<file path="src/rtl/rgb2y_pkg.sv">
// Shared constants for the RGB-to-luma pipeline.
package rgb2y_pkg;

    localparam int COEF_W    = 18;      // Q0.17 signed weights
    localparam int FRAC_BITS = 17;
    localparam int ONE       = 131072;  // 1.0 in Q0.17
    localparam int HALF      = 65536;   // 0.5 in Q0.17, rounding offset
    localparam int LATENCY   = 4;

    localparam int PIX_W  = 8;
    localparam int KG_W   = COEF_W + 1; // kg may exceed 1.0
    localparam int PROD_W = 28;
    localparam int SUM_W  = 30;
    localparam int RND_W  = SUM_W + 1;  // headroom for the rounding add
    localparam int CTRL_W = 3;          // {dv, hs, vs}

endpackage

</file>
<file path="src/rtl/rgb2y_ctrl_delay.sv">
// Delays the {dv, hs, vs} control bundle by LATENCY cycles to match the datapath.
module rgb2y_ctrl_delay
    import rgb2y_pkg::*;
(
    input  logic              clk,
    input  logic              rst_n,
    input  logic [CTRL_W-1:0] ctrl_i,
    output logic [CTRL_W-1:0] ctrl_o
);

    logic [LATENCY-1:0][CTRL_W-1:0] pipe_q;

    // Shift register; reset discards any in-flight control.
    always_ff @(posedge clk or negedge rst_n) begin
        if (!rst_n) begin
            pipe_q <= '0;
        end else begin
            pipe_q <= {pipe_q[LATENCY-2:0], ctrl_i};
        end
    end

    assign ctrl_o = pipe_q[LATENCY-1];

endmodule

</file>
<file path="src/rtl/rgb2y.sv">
// Four-stage RGB to luma converter with run-time programmable Q0.17 weights.
module rgb2y
    import rgb2y_pkg::*;
(
    input  logic                     clk,
    input  logic                     rst_n,
    input  logic signed [COEF_W-1:0] kr_i,
    input  logic signed [COEF_W-1:0] kb_i,
    input  logic                     dv_i,
    input  logic                     hs_i,
    input  logic                     vs_i,
    input  logic        [PIX_W-1:0]  r_i,
    input  logic        [PIX_W-1:0]  g_i,
    input  logic        [PIX_W-1:0]  b_i,
    output logic                     dv_o,
    output logic                     hs_o,
    output logic                     vs_o,
    output logic        [PIX_W-1:0]  y_o
);

    localparam logic signed [KG_W-1:0]  KgOne   = KG_W'(ONE);
    localparam logic signed [RND_W-1:0] RndHalf = RND_W'(HALF);
    localparam logic signed [RND_W-1:0] YMax    = RND_W'(255);

    // Stage 1: sampled inputs and derived green weight.
    logic signed [COEF_W-1:0] kr_q, kb_q;
    logic signed [KG_W-1:0]   kg_d, kg_q;
    logic signed [PIX_W:0]    r_q, g_q, b_q;   // zero-extended to signed 9 bits

    // Stage 2: products. Stage 3: sum. Stage 4: rounded, clamped luma.
    logic signed [PROD_W-1:0] pr_d, pg_d, pb_d, pr_q, pg_q, pb_q;
    logic signed [SUM_W-1:0]  sum_d, sum_q;
    logic signed [RND_W-1:0]  rnd;
    logic signed [RND_W-1:0]  shifted;
    logic        [PIX_W-1:0]  y_d, y_q;

    assign kg_d = KgOne - KG_W'(kr_i) - KG_W'(kb_i);

    // Stage 1 registers.
    always_ff @(posedge clk or negedge rst_n) begin
        if (!rst_n) begin
            kr_q <= '0;
            kb_q <= '0;
            kg_q <= '0;
            r_q  <= '0;
            g_q  <= '0;
            b_q  <= '0;
        end else begin
            kr_q <= kr_i;
            kb_q <= kb_i;
            kg_q <= kg_d;
            r_q  <= {1'b0, r_i};
            g_q  <= {1'b0, g_i};
            b_q  <= {1'b0, b_i};
        end
    end

    // Operands are widened before multiplying so the products map onto DSP slices.
    assign pr_d = PROD_W'(kr_q) * PROD_W'(r_q);
    assign pg_d = PROD_W'(kg_q) * PROD_W'(g_q);
    assign pb_d = PROD_W'(kb_q) * PROD_W'(b_q);

    // Stage 2 registers.
    always_ff @(posedge clk or negedge rst_n) begin
        if (!rst_n) begin
            pr_q <= '0;
            pg_q <= '0;
            pb_q <= '0;
        end else begin
            pr_q <= pr_d;
            pg_q <= pg_d;
            pb_q <= pb_d;
        end
    end

    assign sum_d = SUM_W'(pr_q) + SUM_W'(pg_q) + SUM_W'(pb_q);

    // Stage 3 register.
    always_ff @(posedge clk or negedge rst_n) begin
        if (!rst_n) begin
            sum_q <= '0;
        end else begin
            sum_q <= sum_d;
        end
    end

    // Round half-up, floor-shift, then saturate into 0..255.
    always_comb begin
        rnd     = RND_W'(sum_q) + RndHalf;
        shifted = rnd >>> FRAC_BITS;
        y_d     = '0;
        if (shifted < 0) begin
            y_d = '0;
        end else if (shifted > YMax) begin
            y_d = '1;
        end else begin
            y_d = shifted[PIX_W-1:0];
        end
    end

    // Stage 4 register.
    always_ff @(posedge clk or negedge rst_n) begin
        if (!rst_n) begin
            y_q <= '0;
        end else begin
            y_q <= y_d;
        end
    end

    assign y_o = y_q;

    rgb2y_ctrl_delay u_ctrl_delay (
        .clk    (clk),
        .rst_n  (rst_n),
        .ctrl_i ({dv_i, hs_i, vs_i}),
        .ctrl_o ({dv_o, hs_o, vs_o})
    );

endmodule

</file>
<file path="config.mk">
export PLATFORM = sky130hd
export DESIGN_NAME = rgb2y
export DESIGN_NICKNAME = d
export VERILOG_FILES = /design/src/rtl/rgb2y_pkg.sv /design/src/rtl/rgb2y_ctrl_delay.sv /design/src/rtl/rgb2y.sv
export SDC_FILE = /design/constraint.sdc
export NUM_CORES = 1
export LEC_CHECK = 0
export BUFFER_PORTS_ARGS = -buffer_cell sky130_fd_sc_hd__buf_2
export CAP_MARGIN = 20
export CORE_ASPECT_RATIO = 0.7
export CORE_MARGIN = 2
export CORE_UTILIZATION = 27
export CTS_CLUSTER_DIAMETER = 30
export CTS_CLUSTER_SIZE = 14
export DETAILED_ROUTE_END_ITERATION = 8
export SLEW_MARGIN = 20
export SYNTH_ARGS = -nofsm -noshare
export SYNTH_HDL_FRONTEND = slang
export SYNTH_HIERARCHICAL = 1
export SYNTH_SLANG_ARGS = --single-unit
</file>
<file path="constraint.sdc">
create_clock -name clk -period 7.21 [get_ports clk]
set_clock_uncertainty 0.1 [all_clocks]
set_input_delay 0.721 -clock clk [delete_from_list [all_inputs] [get_ports clk]]
set_output_delay 0.721 -clock clk [all_outputs]
set_load 0.02 [all_outputs]
</file>
# Yosys cells after proc, flatten, opt, wreduce, memory -nomap -nowiden
# Cells that the tools add are included.
# totals
word_cells,27
in_bits,65
register_bits,211
out_inout_bits,11
# op_classes
n_lt_le_gt_ge,2
add_sub_neg,5
n_mul,3
n_mux,2
# op_table
op,count
$mul A18 B9 Y27,2
$add A30 B18 Y31 const B,1
$add A29 B27 Y30,1
$add A27 B28 Y29,1
$mul A19 B9 Y28,1
$sub A19 B18 Y19,1
$sub A19 B18 Y19 const A,1
$mux W8,2
$gt A14 B9 Y1 const B,1
$lt A14 B1 Y1 const B,1

# Logic depth before layout (Yosys ltp)
# logic_depth
depth_word,4
mapped_depth,22
mapped_depth_nobuf,20

# Hierarchy
# Netlist, hierarchy kept.
# modules_own_cells
module,area_per_inst_um2,seq_area_each_um2,instances,cells_each
rgb2y,22711.8,4579.4,1,2318
rgb2y_ctrl_delay,322.8,300.3,1,15

# Worst setup path after synthesis
# Ideal clock, no wire load.
# synth_timing
path_type,reg2reg
start,register g_q[0]
end,register pg_q[22]
t_required_ns,6.984
n_path_buf,2
stages_incl_launch_ff,23
arrival_time_ns,4.956
period_less_slack_ns,5.183
path_slack_ns,2.027
cell_sequence,dfrtp_1 > clkbuf_1 > clkbuf_1 > nand2_1 > fa_1 > inv_1 > ha_1 > ha_1 > inv_1 > fa_1 > inv_1 > ha_1 > fa_1 > a21o_1 > a21oi_2 > o21bai_2 > a2111oi_4 > o41ai_1 > a21o_1 > a21boi_2 > o21ai_1 > or2_1 > xor2_1
# synth_between
elab_chain_cells,1
# synth_rtl
element,line_no,source
from (decl),rgb2y.sv:28,"logic signed [PIX_W:0] r_q, g_q, b_q;"
from (signal assigned),rgb2y.sv:53,"g_q <= {1'b0, g_i};"
$mul A19 B9 Y28,rgb2y.sv:60,assign pg_d = PROD_W'(kg_q) * PROD_W'(g_q);
net pg_d[22],rgb2y.sv:31,"logic signed [PROD_W-1:0] pr_d, pg_d, pb_d, pr_q, pg_q, pb_q;"
to (signal assigned),rgb2y.sv:71,pg_q <= pg_d;
to (decl),rgb2y.sv:31,
# The timed path passes the listed nets, and every way through them passes these cells.

# Worst setup path in the final report
# layout_timing
start,register r_q[1]
end,register pr_q[26] (netlist name)
# layout_between
elab_chain_cells,1
# layout_rtl
element,line_no,source
from (decl),rgb2y.sv:28,
from (signal assigned),rgb2y.sv:52,"r_q <= {1'b0, r_i};"
$mul A18 B9 Y27,rgb2y.sv:59,assign pr_d = PROD_W'(kr_q) * PROD_W'(r_q);
net pr_d[26],rgb2y.sv:31,
# The timed path passes the listed nets, and every way through them passes these cells.

==> results.toml <==
[die]
core_area_sq_um = 84400
fp-row-count = 89
fp.dieH_microns = 248
start_util_pct = 27.3
io_pins = 76
die-area_sq_um = 87700
fp.dieW_microns = 353

[setup_path]
cp-startpoint = "r_q[1]$_DFF_PN0_"
required_ns = 7.48
rr_startpoint = "r_q[1]$_DFF_PN0_"
cp_common_cell = "fa_1"
cpPeakStageDelay_ns = 0.77
startpoint_type = "flop"
ff2ff_path_depth = 19
cp.arrival_ns = 5.84
crit_slowest_cell = "dfrtp_1"
crit_type = "reg -> reg"
crit_path_end_kind = "flop"
crit_path_max_fanout = 18
path_cells = "nand2_1 -> fa_1 -> inv_1 -> fa_1 -> ha_1 -> inv_1 -> fa_1 -> inv_1 -> fa_1 -> a21o_1 -> a21oi_1 -> o21ai_1 -> a311oi_1 -> o211ai_1 -> a31oi_1 -> a21oi_1 -> a21o_1 -> a21oi_1 -> xnor2_1"

[yosys]
synth_area_leader_cell = "fa_1"
ys_seq_area_share_pct = 21.2
synth_top_flop_cell = "dfrtp_1"
synthMuxAreaShare_pct = 0.0435
avgSynthCellArea_sq_um = 9.87
synth.distinct_cells = 61
synth.yosys.warnings = 6
syn_inst = 2333
synth_top_family_by_area = "adder cells"
synth_edf_count = 0
synthXorXnorAreaFrac_pct = 3.99
synth_top_area_share_pct = 32.7
async_flop_share_pct = 100
yosys-top-cells-area = "fa_1 (33%), dfrtp_1 (21%), ha_1 (12%), inv_1 (9.1%), and2_1 (6.8%)"
synth-simple-area-share_pct = 13.5
synth_compound_area_share_pct = 6.43
synth_fp_nets = 3002
synth_area_sq_um = 23000
ys_seq_elements = 195
synthAdderAreaFrac_pct = 45.1

[sta]
worst_pin_slew_ns = 0.907
setup_viol = 0
slew_viol_final = 0
hold_viol_final = 0
min_period_ns = 5.57
tns_ns = 0
slew_headroom_pct = 39.5
rsz0062_at_grt = "no"
fmax_mhz = 179
fin_crit_sh_pct = 77.3

[clock_tree]
htreeDepth = 4
ctsRootBufferMaster = "clkbuf_16"
clock_path_buffers = 2
cts.sinks = 195
clock_latency_ns = 0.47
numCtsBuffers = 17
cts_resized = 0
hold_buffers = 0
clk_pin_slew_ns = 0.08
cts_tree = "yes"
postCtsSetupRepairBufs = 0

[drt]
drcViolationCount = 0
ant_nets = 0
wl_per_cell_microns = 15.5
vias = 14900
viasPerCell = 4.20
dr.pass1.iters = 5
drtIter0Drc = 1075
wl_microns = 54900

[global_route]
antenna_found_initial = 6
grt_first_pass_wirelength_microns = 90500
grt_max_degree = 79
grt_pass1_vias = 15700
track_usage_pct = 13.3
grt_overflow = 0

[finish]
layout.nets = 3058
fill_cells = 8903
drive_gt1_share_pct = 5.16
final_common_cell = "inv_1"
final_cell_mix = "inv_1 (559), fa_1 (376), and2_1 (250)"
syn_to_final_growth_pct = 9.66

[placed_design]
numPortBuffers = 75
gp_congestion = 0.849
dpl.hpwl_microns = 45900

[run]
drv_cap = 0

[worst_hold_path]
hold_path.class = "in -> async"

[status]
outcome = "finished clean"
kinds of logic (layout without fill, tap and decap cells):
kind of cell,after synthesis,in the layout
and+or+nand+nor,606,606
adders and majority gates,604,604
buffers and inverters,599,668
AOI/OAI and AO/OA,223,223
DFF,195,195
xor gates and xnor gates,105,105
muxes,1,1
other,0,1
through the flow:
stage / hold WS (ns) / setup slack (ns) / instance area [sq um] / std cells / utilization (%)
finish: 0.104 / 1.64 / 25300 / 3540 / 29.9
global route: 0.139 / 1.28 / 25300 / 3539 / 29.9
CTS: 0.128 / 1.60 / 25300 / 3539 / 29.9
detailed placement: 0.235 / 1.68 / 24700 / 3507 / 29.3
global placement: 0.233 / 1.68 / 24700 / 3507 / 29.3
floorplan: 0.231 / 2.03 / 23000 / 2333 / -
state kept, by name (all words and copies together), names as in the netlist:
| name | count |
|---|---|
| b_q | 8 |
| g_q | 8 |
| kb_q | 18 |
| kg_q | 19 |
| kr_q | 18 |
| pb_q | 27 |
| pg_q | 28 |
| pr_q | 27 |
| r_q | 8 |
| sum_q | 14 |
| u_ctrl_delay/ctrl_o | 3 |
| u_ctrl_delay/pipe_q | 9 |
| y_o | 8 |
Yosys cell counts (2+ instances only):
cell type / number
a211o_1: 2
a211oi_1: 4
a21boi_0: 3
a21o_1: 36
a21oi_1: 78
a21oi_2: 3
a31oi_1: 3
a32oi_1: 2
a41o_1: 2
a41oi_1: 2
and2_1: 250
and3_1: 13
buf_4: 3
clkbuf_1: 36
dfrtp_1: 195
fa_1: 376
ha_1: 228
inv_1: 559
nand2_1: 218
nand2b_1: 14
nand3_1: 14
nand3b_1: 3
nand4_1: 6
nand4b_1: 2
nor2_1: 46
nor2b_1: 11
nor3_1: 17
nor3b_1: 2
nor4_1: 2
o211ai_1: 5
o21a_1: 8
o21ai_0: 27
o21ai_1: 11
o21bai_1: 12
o311ai_1: 2
o31a_1: 4
o41ai_1: 2
o41ai_2: 2
or2_2: 3
or3_1: 3
xnor2_1: 77
xor2_1: 28
worst max-delay path: cells and delay by family (launching register included):
family          cells  cell delay, ns
simple gates        1            0.17
fa+ha+maj           5            2.27
flops               1            0.77
compound gates      9            1.85
xor+xnor            1            0.14
buf+inv             3            0.17
final cells by class:
cell class | instances | area [sq um] | area share [%]
timing repair buffer | 77 | 400 | 1.59
multi-input combinational | 1539 | 15900 | 62.9
sequential | 195 | 4880 | 19.3
tap | 1137 | 1420 | 5.63
inverter | 559 | 2100 | 8.31
clock buffer | 17 | 425 | 1.68
clock inverter | 15 | 135 | 0.535
antenna | 1 | 2.50 | 0.00991
metal layers:
| layer | global-route usage, % | routed length [microns] |
|---|---|---|
| met1 | 21.0 | 29200 |
| met2 | 18.0 | 21400 |
| met3 | 3.57 | 3940 |
| met4 | 1.64 | 326 |
| met5 | 0 | 0 |
path summary, 6_finish.rpt:
check / slack (ns) / to
worst max register to register: 1.64 / pr_q[26]$_DFF_PN0_
worst min-delay path: 0.10 / r_q[4]$_DFF_PN0_
worst min register to register: 0.25 / u_ctrl_delay/ctrl_o[1]$_DFF_PN0_
min in group clk: 0.25 / b_q[6]$_DFF_PN0_
worst max-delay path: 1.64 / pr_q[26]$_DFF_PN0_
max in group asynchronous: 5.49 / pg_q[17]$_DFF_PN0_
Power is left out: the tool's default activity adds up to more than one toggle a clock period on the data nets, which glitch-free logic cannot reach.
